$ cat src/rtl/ce_gen_multi.sv
// Multi-channel fractional clock-enable generator: each channel emits one-cycle
// strobes at an average rate of num/den of clk_sys, plus a square wave toggling per strobe.
module ce_gen_multi #(
    parameter int unsigned         N_CH    = 4,
    parameter int unsigned         W       = 16,
    parameter logic [N_CH*W-1:0]   RST_NUM = {N_CH{W'(1)}},
    parameter logic [N_CH*W-1:0]   RST_DEN = {N_CH{W'(10)}}
) (
    input  logic            clk_sys,
    input  logic            reset,
    input  logic            run,
    input  logic            restart,
    input  logic            cfg_we,
    input  logic [3:0]      cfg_ch,
    input  logic [W-1:0]    cfg_num,
    input  logic [W-1:0]    cfg_den,
    output logic [N_CH-1:0] ce,
    output logic [N_CH-1:0] sq,
    output logic            busy
);

    logic [W-1:0]    num_q [N_CH];
    logic [W-1:0]    num_d [N_CH];
    logic [W-1:0]    den_q [N_CH];
    logic [W-1:0]    den_d [N_CH];
    logic [W:0]      acc_q [N_CH];
    logic [W:0]      acc_d [N_CH];
    logic [N_CH-1:0] ce_q, ce_d;
    logic [N_CH-1:0] sq_q, sq_d;
    logic            busy_q, busy_d;
    logic            wr_ok;

    always_comb begin
        logic [W:0] sum;
        logic       wr_hit;
        sum    = '0;
        wr_hit = 1'b0;
        wr_ok  = cfg_we && ({1'b0, cfg_ch} < 5'(N_CH));
        busy_d = wr_ok || restart;
        ce_d   = '0;
        sq_d   = sq_q;
        for (int i = 0; i < N_CH; i++) begin
            num_d[i] = num_q[i];
            den_d[i] = den_q[i];
            acc_d[i] = acc_q[i];
            wr_hit   = wr_ok && (cfg_ch == 4'(i));
            // acc < den < 2^W and num < 2^W, so the W+1 bit sum cannot wrap
            sum      = acc_q[i] + {1'b0, num_q[i]};
            if (restart || wr_hit) begin
                if (wr_hit) begin
                    num_d[i] = cfg_num;
                    den_d[i] = cfg_den;
                end
                acc_d[i] = '0;
                sq_d[i]  = 1'b0;
            end else if (run) begin
                if (den_q[i] == '0 || num_q[i] == '0) begin
                    ce_d[i] = 1'b0;
                end else if (num_q[i] >= den_q[i]) begin
                    ce_d[i]  = 1'b1;
                    acc_d[i] = '0;
                end else if (sum >= {1'b0, den_q[i]}) begin
                    ce_d[i]  = 1'b1;
                    acc_d[i] = sum - {1'b0, den_q[i]};
                end else begin
                    acc_d[i] = sum;
                end
                sq_d[i] = sq_q[i] ^ ce_d[i];
            end
        end
    end

    always_ff @(posedge clk_sys) begin
        if (reset) begin
            for (int i = 0; i < N_CH; i++) begin
                num_q[i] <= RST_NUM[i*W +: W];
                den_q[i] <= RST_DEN[i*W +: W];
                acc_q[i] <= '0;
            end
            ce_q   <= '0;
            sq_q   <= '0;
            busy_q <= 1'b0;
        end else begin
            for (int i = 0; i < N_CH; i++) begin
                num_q[i] <= num_d[i];
                den_q[i] <= den_d[i];
                acc_q[i] <= acc_d[i];
            end
            ce_q   <= ce_d;
            sq_q   <= sq_d;
            busy_q <= busy_d;
        end
    end

    assign ce   = ce_q;
    assign sq   = sq_q;
    assign busy = busy_q;

endmodule
$ cat config.mk
export PLATFORM = sky130hd
export DESIGN_NAME = ce_gen_multi
export DESIGN_NICKNAME = d
export VERILOG_FILES = /design/src/rtl/ce_gen_multi.sv
export SDC_FILE = /design/constraint.sdc
export NUM_CORES = 1
export LEC_CHECK = 0
export BUFFER_PORTS_ARGS = -buffer_cell sky130_fd_sc_hd__buf_2
export CORE_UTILIZATION = 40
export CTS_CLUSTER_SIZE = 16
export DETAILED_ROUTE_END_ITERATION = 12
export MAX_ROUTING_LAYER = met4
export PLACE_DENSITY_LB_ADDON = 0.2
export SETUP_SLACK_MARGIN = 0.1
export SYNTH_ARGS = -nofsm -noshare
export SYNTH_HDL_FRONTEND = slang
export SYNTH_SLANG_ARGS = --single-unit
export TNS_END_PERCENT = 10
$ cat constraint.sdc
create_clock -name clk_sys -period 11.1 [get_ports clk_sys]
set_clock_uncertainty 0.1 [all_clocks]
set_input_delay 0.555 -clock clk_sys [delete_from_list [all_inputs] [get_ports clk_sys]]
set_output_delay 0.555 -clock clk_sys [all_outputs]
set_load 0.005 [all_outputs]
After elaboration in Yosys (flattened, before gate mapping):

Memories as Yosys holds them, arrays and structs flattened.
Cells that the tools add are included.

* $add $sub $neg: 8
* eq/ne operators: 3
* bitwise gates (word level): 17
* reductions and logical operators: 31
* order comparisons: 9
* muxes and demuxes: 71

Operator list (number)
* $mux 17: 24
* $mux 16: 24
* $logic_not 16->1: 8
* $add 17x16->17: 4
* $ge 17x16->1: 4
* $sub 17x16->17: 4
* $ge 16x16->1: 4
* $mux 1: 23
* $or 1x1->1: 12
* $reduce_or 3->1: 4
* $logic_or 1x1->1: 9
* $eq 4x2->1 const B: 2
* $reduce_or 2->1: 4
* $logic_and 1x1->1: 5
* $eq 4x1->1 const B: 1
* $logic_not 4->1: 1
* $lt 4x3->1 const B: 1
* $xor 1x1->1: 4
* $not 1->1: 1

* word-level logic and storage cells: 151
* memories kept: 3
* output and inout port bits: 9
* flip-flop bits (word level): 9
* bits of input ports: 41
* RAM bits: 196

Memory list
* acc_q: words 4, bits a word 17, rd ports 4, clocked after memory_dff 0, write ports 4, RTL line 26 `logic [W:0] acc_q [N_CH];`
* den_q: words 4, bits a word 16, rd ports 4, clocked after memory_dff 0, write ports 4, RTL line 24 `logic [W-1:0] den_q [N_CH];`
* num_q: words 4, bits a word 16, rd ports 4, clocked after memory_dff 0, write ports 4, RTL line 22 `logic [W-1:0] num_q [N_CH];`

Longest topological paths before layout:

Gate-level depths: netlist (run 1).

* word-level depth: 8
* mapped depth: 21

Least setup slack after synthesis (run 1):

Ideal clock, no wire load.

* path type: register to register
* start: memory num_q[3][0]
* end: memory acc_q[3][16] (netlist name)
* cell stages (with the launch flop): 20
* period minus slack after synthesis: 4007 ps
* setup time: 122 ps
* path slack: 7093 ps
* arrival time: 3785 ps
* cell sequence: dfxtp_1 -> ha_1 -> inv_1 -> fa_1 -> nor2b_1 -> o31a_1 -> o221ai_2 -> a22o_1 -> xnor2_1 -> ha_1 -> a21o_1 -> a21o_1 -> or3_1 -> o21ai_0 -> a21oi_1 -> a21oi_1 -> o211ai_1 -> buf_4 -> nor2b_1 -> a221o_1

RTL lines (RTL line)
* start, declared: 22
* end, declared: 26

==> impl_metrics.ini, run 1 <==
[status]
outcome = finished, final reports clean

[final_layout]
fin_util_pct = 45.3
area_growth_syn_to_layout_pct = 10.8
layout_commonest_cell = nand2_1
final_cell_mix = nand2_1 (370), dfxtp_1 (205), a21oi_1 (203)
final_nets = 2224
multi_input_area_um2 = 10700
drive_gt1_share_pct = 7.69
seq_area_um2 = 4100
fillers = 3855

[routing]
wl_um = 45300
first_pass_iters = 7
viasPerCell = 5.52
ant_nets = 0
drt-initial-drc-count = 863
vias = 13900
drt-wirelength-per-cell_um = 18.0
drc = 0

[worst_setup_path]
arrival_ns = 4.93
critPathRequiredTime_ns = 11.46
path_buf_inv = 1
cp_cell_sequence = ha_1 > a21oi_1 > o2111ai_1 > a41oi_1 > o21ai_0 > o21a_1 > nor2_1 > xnor2_1 > ha_1 > a21oi_1 > o2111ai_1 > o21ai_1 > o21a_1 > nor2b_2 > buf_4 > mux2_2 > o21ai_0
cpLargestDelayFamily = compound AO/OA/AOI/OAI gates
slowest_delay_ns = 0.46
startpoint_type = flop
path_class = flop to flop
cp-end-kind = flop
crit_path_top_delay_cell = nor2b_2
critPathMaxFanout = 11

[sta]
maxSlewViolCount = 0
period_needed_ns = 4.57
fmaxAchievable_ghz = 0.219
hold_viol = 0
rsz0062_at_grt = no
finalSetupViolations = 0
finalSetupTns_ns = 0
timing.final.ws_setup_ns = 6.53
slew_headroom_pct = 24.9
min_period_over_period_pct = 41.2
worst_pin_slew_ns = 1.13

[floorplanning]
boundaryPins = 50
die_area_um2 = 39500
start_util_pct = 40.9
die_h_um = 199
rows = 71
die_x_um = 199
core_um2 = 37800

[global_routing]
grt_pass1_vias = 13300
grt_use_total_pct = 23.8
grt_first_pass_wirelength_um = 71600
grt.overflow.total = 0
grt_max_degree = 89
grt_antenna_before_repair = 1

[cts]
cts-buffers-inserted = 26
postCtsSetupRepairBufs = 0
cts_buffer_depth = 3
cts-root-buf = clkbuf_16
clk_pin_slew_ns = 0.06
clock-sinks = 205
cts_hold_buf = 0
clock_latency_ns = 0.54
cts.repair.resized = 0
cts_tree = built
h-tree-depth = 1

[yosys]
ys.warnings.count = 0
synth_cell_types = 91
synth_edf_count = 0
syn_inst = 1959
synth_area_um2 = 15500
syn_area_per_cell_um2 = 7.90
ys_seq_area_share_pct = 26.5
async_flop_share_pct = 0
synthFlopType = dfxtp_1
ys_seq_elements = 205
syn-num-nets = 2200

[pwr]
p_comb_share_pct = 64.7
powerDensity_nw_per_um2 = 311
pwr-share-seq_pct = 17.3
power.total_mw = 5.34
clkPwrFrac_pct = 18.0
swShare_pct = 42.5
p_leak_nw = 7.40
internal_power_mw = 3.07
ir_worst_vdd_uv = 235
switchingPower_mw = 2.27

[placed_design]
dp_hpwl_um = 34400
pre_cts_slack_ns = 6.51
io_buffer_count = 49
gp_congestion = 0.911

[hold_path]
hold_path_class = input pin to flop

[run]
maxCapViolations = 0
## stage by stage
| step | cells | hold WS [ns] | area [um^2] |
|---|---|---|---|
| after floorplan | 1959 | 0.329 | 15500 |
| after global placement | 2466 | 0.340 | 16200 |
| final | 2516 | 0.235 | 17100 |
| after CTS | 2514 | 0.215 | 17100 |
| after detailed placement | 2466 | 0.348 | 16200 |
| after global routing | 2515 | 0.238 | 17100 |
## synth_stat cells, types with 26 or more instances
| master | n | area [um^2] |
|---|---|---|
| dfxtp_1 | 205 | 4100 |
| nor2_1 | 95 | 357 |
| nand2_1 | 370 | 1390 |
| o21a_1 | 28 | 210 |
| xnor2_1 | 76 | 666 |
| a21oi_1 | 203 | 1020 |
| mux2i_1 | 60 | 601 |
| nor4_1 | 36 | 225 |
| clkbuf_1 | 57 | 214 |
| ha_1 | 192 | 2400 |
| o21ai_1 | 28 | 140 |
| o21ai_0 | 88 | 440 |
| a21o_1 | 65 | 488 |
| inv_1 | 114 | 428 |
| nor3_1 | 26 | 130 |
## routing by layer
layer  wire length [um]  track usage (%)
met5                  0                -
met2              20400             38.2
met4               1320             6.98
met3               2440             3.46
met1              21100             30.8
## layout make-up
class / instances / share of cell area [%]
clock inverter: 12 / 1.26
inverter: 114 / 2.50
multi-input combinational: 1575 / 62.1
tap: 511 / 3.73
antenna: 2 / 0.0292
timing repair buffer: 61 / 1.97
sequential: 205 / 23.9
clock buffer: 36 / 4.43
## kinds of logic (layout without fill, tap and decap cells)
logic type	Yosys count	count (layout)	share of synthesized area [%]
flops	205	205	26.5
mux	66	66	4.37
other cells	0	2	0
xor+xnor	99	99	5.61
simple gates	670	670	19.9
fa+ha+maj	200	200	16.6
compound gates	540	540	22.4
buf+inv	179	223	4.68
## registers in the layout, summed over array words and instances, names as in the netlist
| register | flops |
|---|---|
| den_q | 64 |
| sq | 4 |
| busy | 1 |
| acc_q | 68 |
| num_q | 64 |
| ce | 4 |
## worst register-to-register path: cells and delay by family (launching register included)
kind / cells / cell delay, ns
multiplexers: 1 / 0.37
AND/OR/NAND/NOR: 2 / 0.57
XOR/XNOR: 1 / 0.15
adder cells (fa/ha/maj): 2 / 0.58
AO/OA/AOI/OAI: 10 / 2.01
buffers and inverters: 1 / 0.34
flip-flops: 1 / 0.41
## power by group through the flow
| stage | clock (mW) | sequential, mW | combinational (mW) |
|---|---|---|---|
| floorplan | 0 | 0.917 | 2.93 |
| CTS | 0.979 | 0.925 | 3.46 |
| finish | 0.959 | 0.924 | 3.46 |
| global placement | 0 | 0.937 | 3.40 |
| detailed placement | 0 | 0.940 | 3.43 |
| global route | 1.00 | 0.938 | 3.81 |
## final timing paths
check	cells past startpoint	slack (ns)	end	startpoint
setup reg to reg	17	6.53	acc_q[1][0]	num_q[1][1]
hold / removal	3	0.24	den_q[1][0]	cfg_den[0]
hold reg to reg	2	0.35	acc_q[2][13]	acc_q[2][13]
setup / recovery	17	6.53	acc_q[1][0]	num_q[1][1]
No activity file was read; power rests on OpenSTA's default activity.
==> run 2: changes to the inputs <==
- clock period: 11.1 -> 3.7 ns (I/O delays scaled with it)
==> run 2 against run 1 <==
Net effect: the flow now finishes with violations (setup timing); global-route usage grew 2.1 points; combinational power grew to 4.5 times the previous value; power grew to 3.9 times the previous value; die area is the same; first-iteration DRC count grew 10%; sequential cell count is the same; clock-buffer cell count grew 3; critical path type unchanged.
==> impl_metrics.ini, run 2 (same netlist as run 1, synthesis figures left out) <==
[status]
outcome = finished with violations
violations = setup timing

[final_layout]
area_growth_syn_to_layout_pct = 29.5
fin_util_pct = 52.9
largest_register = acc_q
final_nets = 2516
drive_gt1_share_pct = 22.0
fillers = 3590
reg_top3 = acc_q x68, den_q x64, num_q x64
final_cell_area_um2 = 20000
largest_register_ffs = 68
seq_area_um2 = 4120
multi_input_area_um2 = 11200
layout_commonest_cell = nand2_1
final_cell_mix = nand2_1 (365), buf_4 (254), dfxtp_1 (195)

[sta]
finalSetupViolations = 72
min_period_over_period_pct = 109
fmaxAchievable_ghz = 0.248
rsz0062_at_grt = yes
slew_headroom_pct = 33.2
period_needed_ns = 4.03
hold_viol = 0
timing.final.ws_setup_ns = -0.327
worst_pin_slew_ns = 1.00
maxSlewViolCount = 0

[routing]
drt-wirelength-per-cell_um = 17.7
viasPerCell = 5.41
drt-initial-drc-count = 949
ant_nets = 0
vias = 15200
drc = 0
wl_um = 49700
first_pass_iters = 7

[global_routing]
grt_pass1_vias = 14700
grt_use_total_pct = 25.9
grt_max_degree = 86
grt_antenna_before_repair = 1
grt.overflow.total = 0
grt_first_pass_wirelength_um = 78700

[placed_design]
placedInstanceArea_um2 = 18000
gp_congestion = 0.916
io_buffer_count = 49
dp_hpwl_um = 38100

[floorplanning]
die_h_um = 199
die_area_um2 = 39500
rows = 71
core_um2 = 37800
boundaryPins = 50
start_util_pct = 40.9
die_x_um = 199

[worst_setup_path]
r2r_start = acc_q[3][0]
rr_worst_depth = 19
slowest_delay_ns = 0.37
cp_common_cell = a21o_1
crit_path_top_delay_cell = fa_2
critPathRequiredTime_ns = 4.02
critPathMaxFanout = 11
reg2reg_to = acc_q[3][16]
startpoint_type = flop
arrival_ns = 4.34
regToRegSetupSlack_ns = -0.33
cp_cell_sequence = ha_4 > inv_2 > fa_2 > nor2b_2 > o31a_1 > o221ai_2 > a22o_1 > xnor2_2 > ha_1 > a21o_1 > a21o_1 > or3_1 > o21ai_1 > a21oi_2 > a21oi_1 > o211ai_1 > buf_12 > nor2b_1 > a221o_1
cp-end-kind = flop
path_class = flop to flop

[cts]
cts_buffer_depth = 3
cts-buffers-inserted = 26
clock_latency_ns = 0.55
clock-sinks = 205
clk_pin_slew_ns = 0.06
h-tree-depth = 1
cts-root-buf = clkbuf_16
cts_tree = built

[pwr]
power.total_mw = 21.1
p_leak_nw = 8.96
ir_worst_vdd_uv = 853
powerDensity_nw_per_um2 = 1050

[hold_path]
hold_path_class = input pin to flop
hp-start = reset
hold_depth = 2
whs_endpoint = den_q[1][6]

[run]
maxCapViolations = 0
==> run 2: cell count changes in the layout (fill, tap and decap cells not counted), moves of 9 or more <==
cell           before  now
buf_4              13  254
dlygate4sd3_1       0   33
a21oi_1           203  187
dfxtp_1           205  195
a21oi_2             1   15
ha_1              192  182
o21ai_0            88   55
ha_4                0    9
o21ai_1            28   55
dfxtp_2             0    9
==> run 2: layer usage <==
layer  wire [um]  part of all wire (%)  GRT usage [%]
met2       22500                    45           41.4
met1       24100                    49           35.2
met4        1110                   2.2           5.95
met5           0                     0              -
met3        1930                   3.9           2.46
==> run 2: worst max-delay path by stage <==
stage                startpoint           end  cells after the start
finish              acc_q[3][0]  acc_q[3][16]                     19
detailed placement  acc_q[1][1]   acc_q[1][1]                     18
global placement    num_q[1][4]   acc_q[1][0]                     18
global route        acc_q[3][0]  acc_q[3][16]                     19
floorplan           num_q[3][0]  acc_q[3][16]                     19
CTS                 acc_q[3][0]  acc_q[3][16]                     19
==> run 2: metrics by stage <==
stage / hold slack [ns] / instances / TNS, ns / worst slack (ns)
finish: 0.0366 / 2807 / -11.37 / -0.327
global route: 0.0571 / 2807 / -27.79 / -0.509
CTS: 0.0112 / 2791 / -11.37 / -0.311
detailed placement: 0.347 / 2695 / -20.47 / -0.404
global placement: 0.339 / 2695 / -17.14 / -0.324
floorplan: 0.203 / 1959 / -2.25 / -0.152
==> run 2: timing repair <==
action	4_1_cts	5_1_grt
pin swaps	32	59
resized for setup	63	74
hold buffers	33	0
gates cloned	1	1
endpoints found under the hold margin	129	0
setup endpoints to repair	76	76
setup buffers	14	14
==> run 2: area by class of cell <==
type                       instances  share of cell area (%)
tap                              511                    3.19
antenna                            1                  0.0125
clock buffer                      39                    3.90
multi-input combinational       1575                    55.8
clock inverter                     9                   0.543
sequential                       205                    20.6
inverter                         114                    2.14
timing repair buffer             353                    13.9
==> run 2: worst max-delay path: cells and delay by family, from the launching register on <==
kind	cells	cell delay (ns)
compound gates	10	1.66
xor+xnor	1	0.15
fa+ha+maj	3	0.84
buf+inv	2	0.24
flops	1	0.35
simple gates	3	0.58
==> run 2: where the power goes <==
group | total [mW] | leakage (nW) | switching [mW] | internal, mW
registers | 2.79 | 1.66 | 0.237 | 2.55
clock network | 2.65 | 0.424 | 1.05 | 1.60
logic | 15.6 | 6.87 | 6.91 | 8.73
total | 21.1 | 8.96 | 8.20 | 12.9
